**config.mk**
```make
export PLATFORM = sky130hd
export DESIGN_NAME = serial_subtractor
export DESIGN_NICKNAME = d
export VERILOG_FILES = /design/src/rtl/serial_subtractor.sv
export SDC_FILE = /design/constraint.sdc
export NUM_CORES = 1
export LEC_CHECK = 0
export BUFFER_PORTS_ARGS = -buffer_cell sky130_fd_sc_hd__buf_4
export CAP_MARGIN = 40
export CORE_MARGIN = 10
export CORE_UTILIZATION = 56
export DETAILED_ROUTE_END_ITERATION = 16
export GPL_ROUTABILITY_DRIVEN = 0
export PLACE_DENSITY_LB_ADDON = 0.1
export REMOVE_ABC_BUFFERS = 1
export SYNTH_ARGS = -nofsm -noshare
export SYNTH_HDL_FRONTEND = slang
export SYNTH_SLANG_ARGS = --single-unit
```
**constraint.sdc**
```tcl
create_clock -name clk -period 2.8 [get_ports clk]
set_input_delay 0.56 -clock clk [delete_from_list [all_inputs] [get_ports clk]]
set_output_delay 0.56 -clock clk [all_outputs]
set_load 0.03 [all_outputs]
```
**src/rtl/serial_subtractor.sv**
```systemverilog
// Bit-serial subtractor: a - b over WIDTH-bit operands streamed LSB-first.
// Produces a registered serial difference stream and, at the end of each
// frame, a parallel result word with borrow, signed-overflow and zero flags.
module serial_subtractor #(
  parameter int WIDTH = 8
) (
  input  logic             clk,
  input  logic             reset,
  input  logic             start,
  input  logic             a,
  input  logic             b,
  input  logic             bit_valid,
  output logic             diff,
  output logic             diff_valid,
  output logic [WIDTH-1:0] result,
  output logic             borrow_out,
  output logic             overflow,
  output logic             zero,
  output logic             busy,
  output logic             done
);

  localparam int CW = (WIDTH > 2) ? $clog2(WIDTH) : 1;

  localparam logic [1:0] S_IDLE = 2'd0;
  localparam logic [1:0] S_RUN  = 2'd1;
  localparam logic [1:0] S_DONE = 2'd2;

  logic [1:0]       state_q, state_d;
  logic             borrow_q, borrow_d;
  logic [CW-1:0]    cnt_q, cnt_d;
  logic [WIDTH-1:0] sr_q, sr_d;
  logic             diff_q, diff_d;
  logic             diff_valid_q, diff_valid_d;
  logic [WIDTH-1:0] result_q, result_d;
  logic             borrow_out_q, borrow_out_d;
  logic             overflow_q, overflow_d;
  logic             zero_q, zero_d;
  logic             done_q, done_d;

  // Full-subtractor cell and the shift value it would produce this cycle.
  logic             d_bit, borrow_nx, last_bit;
  logic [WIDTH-1:0] sr_nx;

  // Next-state logic: frame control, serial datapath and end-of-frame publish.
  always_comb begin
    d_bit     = a ^ b ^ borrow_q;
    borrow_nx = (~a & b) | (~(a ^ b) & borrow_q);
    sr_nx     = {d_bit, sr_q[WIDTH-1:1]};
    last_bit  = (cnt_q == CW'(WIDTH - 1));

    state_d      = state_q;
    borrow_d     = borrow_q;
    cnt_d        = cnt_q;
    sr_d         = sr_q;
    diff_d       = diff_q;
    diff_valid_d = 1'b0;
    result_d     = result_q;
    borrow_out_d = borrow_out_q;
    overflow_d   = overflow_q;
    zero_d       = zero_q;
    done_d       = 1'b0;

    case (state_q)
      S_IDLE: begin
        // A bit presented alongside start is deliberately not consumed.
        if (start) begin
          state_d  = S_RUN;
          borrow_d = 1'b0;
          cnt_d    = '0;
          sr_d     = '0;
        end
      end
      S_RUN: begin
        if (bit_valid) begin
          diff_d       = d_bit;
          diff_valid_d = 1'b1;
          borrow_d     = borrow_nx;
          cnt_d        = cnt_q + CW'(1);
          sr_d         = sr_nx;
          if (last_bit) begin
            // MSB cell: a, b and d_bit are the sign bits of the operands/result.
            result_d     = sr_nx;
            borrow_out_d = borrow_nx;
            zero_d       = (sr_nx == '0);
            overflow_d   = (a != b) && (d_bit != a);
            done_d       = 1'b1;
            cnt_d        = '0;
            state_d      = S_DONE;
          end
        end
      end
      S_DONE:  state_d = S_IDLE;
      default: state_d = S_IDLE;
    endcase
  end

  // State registers with synchronous reset overriding all inputs.
  always_ff @(posedge clk) begin
    if (reset) begin
      state_q      <= S_IDLE;
      borrow_q     <= 1'b0;
      cnt_q        <= '0;
      sr_q         <= '0;
      diff_q       <= 1'b0;
      diff_valid_q <= 1'b0;
      result_q     <= '0;
      borrow_out_q <= 1'b0;
      overflow_q   <= 1'b0;
      zero_q       <= 1'b0;
      done_q       <= 1'b0;
    end else begin
      state_q      <= state_d;
      borrow_q     <= borrow_d;
      cnt_q        <= cnt_d;
      sr_q         <= sr_d;
      diff_q       <= diff_d;
      diff_valid_q <= diff_valid_d;
      result_q     <= result_d;
      borrow_out_q <= borrow_out_d;
      overflow_q   <= overflow_d;
      zero_q       <= zero_d;
      done_q       <= done_d;
    end
  end

  assign diff       = diff_q;
  assign diff_valid = diff_valid_q;
  assign result     = result_q;
  assign borrow_out = borrow_out_q;
  assign overflow   = overflow_q;
  assign zero       = zero_q;
  assign busy       = (state_q != S_IDLE);
  assign done       = done_q;

endmodule
```
After elaboration in Yosys (flattened, before gate mapping)
Cells that the tools add are included.
W data, S select, Z words.
- add/subtract/negate cells: 1
- equal/unequal tests: 7
- muxes and demuxes: 16
- bitwise gates (word level): 9
- reduce and logical (&&, ||, !) cells: 11
- operator list (cell ; number):
    $mux W8 ; 2
    $pmux W8 S2 ; 1
    $mux W3 ; 3
    $reduce_and A3 Y1 ; 3
    $logic_not A8 Y1 ; 1
    $mux W2 ; 3
    $ne A2 B2 Y1 const B ; 3
    $pmux W3 S2 ; 1
    $mux W1 ; 4
    $not A1 Y1 ; 4
    $pmux W2 S2 ; 1
    $reduce_bool A2 Y1 ; 2
    $add A3 B1 Y3 const B ; 1
    $eq A3 B3 Y1 const B ; 1
    $reduce_or A3 Y1 ; 1
    $and A1 B1 Y1 ; 2
    $eq A2 B1 Y1 const B ; 1
    $logic_not A2 Y1 ; 1
    $ne A1 B1 Y1 ; 2
    $pmux W1 S2 ; 1
    $reduce_and A2 Y1 ; 1
    $reduce_or A2 Y1 ; 1
    $xor A1 B1 Y1 ; 2
    $logic_and A1 B1 Y1 ; 1
    $or A1 B1 Y1 ; 1
- bits in registers: 28
- output and inout port bits: 15

Logic depth before layout (Yosys ltp)
- word-level depth: 6
- depth in mapped cells: 6

Least setup slack after synthesis
Ideal clock, no wire load.
- path type: input port to flip-flop
- start: in a
- end: reg overflow_q, in the netlist overflow
- arrival time: 1735 ps
- required time: 2730 ps
- path slack: 995 ps
- stages: 5
- cell sequence: inv_1 > fa_1 > xor2_1 > or3_1 > a21oi_1
- word-level cells in the longest chain between the ends: 4
- elaborated cells between the ends (all ways): 5
- RTL lines (item ; RTL line ; RTL):
    start: declaration ; 10 ; input logic a,
    $xor A1 B1 Y1 (2 in series) ; 47 ; d_bit = a ^ b ^ borrow_q;
    $ne A1 B1 Y1 ; 86 ; overflow_d = (a != b) && (d_bit != a);
    $logic_and A1 B1 Y1 (*) ; 86 ;
    end signal: assignment ; 121 ; overflow_q <= overflow_d;
    end: declaration ; 37 ; logic overflow_q, overflow_d;
Mark *: on every way between the ends. The rest lies on a longest branch, timed or not.
A chain may end at the register's enable or synchronous reset.

Worst setup path in the final report
- start: reg state_q[0]
- end: out busy
- word-level cells in the longest chain between the ends: 1
- RTL lines (item ; RTL line ; RTL):
    start: declaration ; 29 ; logic [1:0] state_q, state_d;
    start signal: assignment ; 113 ; state_q <= state_d;
    $reduce_bool A2 Y1 ; 133 ; assign busy = (state_q != S_IDLE);
    end: declaration ; 19 ; output logic busy,
Every way passes these cells.

==> out/qor.txt <==
GR peak layer = met2
antenna violations before repair = 0
CTS tree = yes
crit start category = register
post-detail-place hpwl = 1500 um
FP Rows = 15
most frequent cells in the layout = dfxtp_1 (27), buf_4 (20), nand2_1 (18)
total CTS buffers = 3
Hold Buf Count CTS = 0
number of top-level pins = 21
GRT Resource Usage Total = 10.5%
post-place instance area = 0.00121 mm^2
die width = 63.4 um
Period minus WS final = 1760 ps
Critical Path Slowest Stage Cell = dfxtp_1
final wirelength = 2060 um
Initial Util = 59.8%
Ys Warns = 0
TritonRoute pass-1 iters = 4
TNS Setup = 0 ps
WL/cell = 13.7 um
IR drop worst, VDD = 0.447 mV
CTS-repair resized insts = 0
mapped cell area = 0.00105 mm^2
htree depth = 1
Worst Path Arrival = 1200 ps
RSZ-0062 raised after global routing = no
Seq/Total Area, Yosys = 51.2%
largest net degree at the start of global routing = 22
critical path class = reg2out
Nets = 136
CTS max path bufs = 2
first-pass GRT wire length = 3530 um
flop and latch count out of synthesis = 27
CTS clk-pin slew, worst paths = 150 ps
Slew Viols, Final = 0
max cap viols = 0
post-CTS setup buffers = 0
grt met2 use = 17.5%
CP Max Fanout = 8
Pleak = 0.532 nW
Root Buffer = clkbuf_4
share of layout cells above drive strength 1 = 22.4%
Area growth, synth to finish = 17.2%
FILL cells = 155
clk sinks = 27
die height = 63.4 um
Slew @ Worst Pin = 393 ps
Power Density = 499 mW/mm^2
Hold Crit Start = result[1]$_SDFFE_PP0P_
grt met1 use = 12.2%
core area = 0.00176 mm^2
Max Freq = 0.570 GHz
Finished Cell Area = 0.00124 mm^2
period utilisation layout = 62.7%
drt via density = 5.33
critical-path cell list = or2_2, buf_4
IO buf count = 20
most common cell after layout, fill and taps aside = dfxtp_1
Die Area = 0.00402 mm^2
CP peak stage delay = 410 ps
DR vias = 799
Routed Antenna Nets = 0
status = finished clean
vias in the first global route = 765
final hold slack = 465 ps
ANT cells = 0
average cell area after synthesis = 9.95 um^2
final setup fails = 0
GR Overflow Total = 0
crit end category = output port
worst path required time = 2240 ps
DRT iter0 DRCs = 16
Clk Latency, worst-skew pair = 320 ps
DRC Markers = 0
reg2reg start = cnt_q[0]$_SDFFE_PP0P_
final hold vios = 0
Syn Inst Count = 106
Layout Utilization = 70.1%
GR Util met3 = 3.53%
Rel. slew slack = 73.8%
crit path from = state_q[0]$_SDFFE_PP0P_
Clock Skew = 4.51 ps
synth unique cells = 30
Hold Crit Class = reg2reg
[power by group]
part | leakage (nW) | total, mW | internal (mW) | switching [mW]
registers | 0.218 | 0.394 | 0.389 | 0.00454
logic | 0.300 | 0.0513 | 0.0221 | 0.0292
clock network | 0.0139 | 0.172 | 0.0546 | 0.117
[worst max-delay path: cells and delay by family, from the launching register on]
kind          cells  cell delay [ps]
flops             1              410
simple gates      1              290
buf+inv           1              170
[logic make-up after synthesis]
logic type,share of synthesized area [%]
AND/OR/NAND/NOR,18.6
AO/OA/AOI/OAI,18.5
XOR/XNOR,0.831
flip-flops,51.2
adder cells (fa/ha/maj),5.46
multiplexers,1.42
buffers and inverters,3.91
[metrics by stage]
step | worst slack, ps | total power [mW] | cells
after detailed placement | 789 | 0.453 | 146
after CTS | 1030 | 0.623 | 150
final | 1040 | 0.617 | 150
after floorplan | 995 | 0.431 | 101
after global routing | 918 | 0.642 | 150
after global placement | 840 | 0.451 | 146
[registers in the layout (all words and copies together), names as in the netlist]
register	count
cnt_q	3
borrow_q	1
diff_valid	1
overflow	1
zero	1
sr_q	7
result	8
state_q	2
diff	1
done	1
borrow_out	1
[area by class of cell]
type,instances,area [um^2],share of cell area [%]
well taps,25,31.3,2.53
inverters,3,11.3,0.911
flip-flops and latches,27,541,43.7
repair buffers,20,150,12.1
clock inverters,1,7.51,0.607
multi-input cells,71,473,38.3
clock buffers,3,22.5,1.82
[cells in the mapped netlist]
master	n	area (um^2)
a211oi_1	2	15.0
a21oi_1	12	60.1
a21oi_4	1	16.3
a22o_1	9	78.8
a41o_1	2	20.0
and2b_1	1	7.51
and3b_1	1	8.76
and4b_1	1	10.0
buf_2	3	15.0
buf_6	1	11.3
clkbuf_1	1	3.75
dfxtp_1	27	541
fa_1	1	20.0
ha_1	3	37.5
inv_1	3	11.3
mux2_4	1	15.0
nand2_1	18	67.6
nand2b_1	2	12.5
nand3_1	2	10.0
nand4b_2	1	15.0
nor2_1	5	18.8
nor2b_1	1	6.26
nor3_1	1	5.00
nor3b_1	1	7.51
nor4_1	1	6.26
nor4b_1	1	8.76
o21ai_0	1	5.00
or2_2	1	6.26
or3_1	1	6.26
xor2_1	1	8.76
[final timing paths]
path	endpoint	slack, ps	cells past startpoint
worst min register to register	result[1]$_SDFFE_PP0P_	460	2
worst min-delay path	result[1]$_SDFFE_PP0P_	460	2
worst max-delay path	busy	1040	2
worst max register to register	overflow$_SDFFE_PP0P_	1070	5
[per-layer routing]
metal	share of wire (%)	routed length (um)	vias up
li1	-	-	406
met2	47	968	15
met3	4.4	90	4
met1	47	973	374
met4	1.4	28	0
met5	0	0	-
Note: power is estimated with default switching activity, not from simulation.
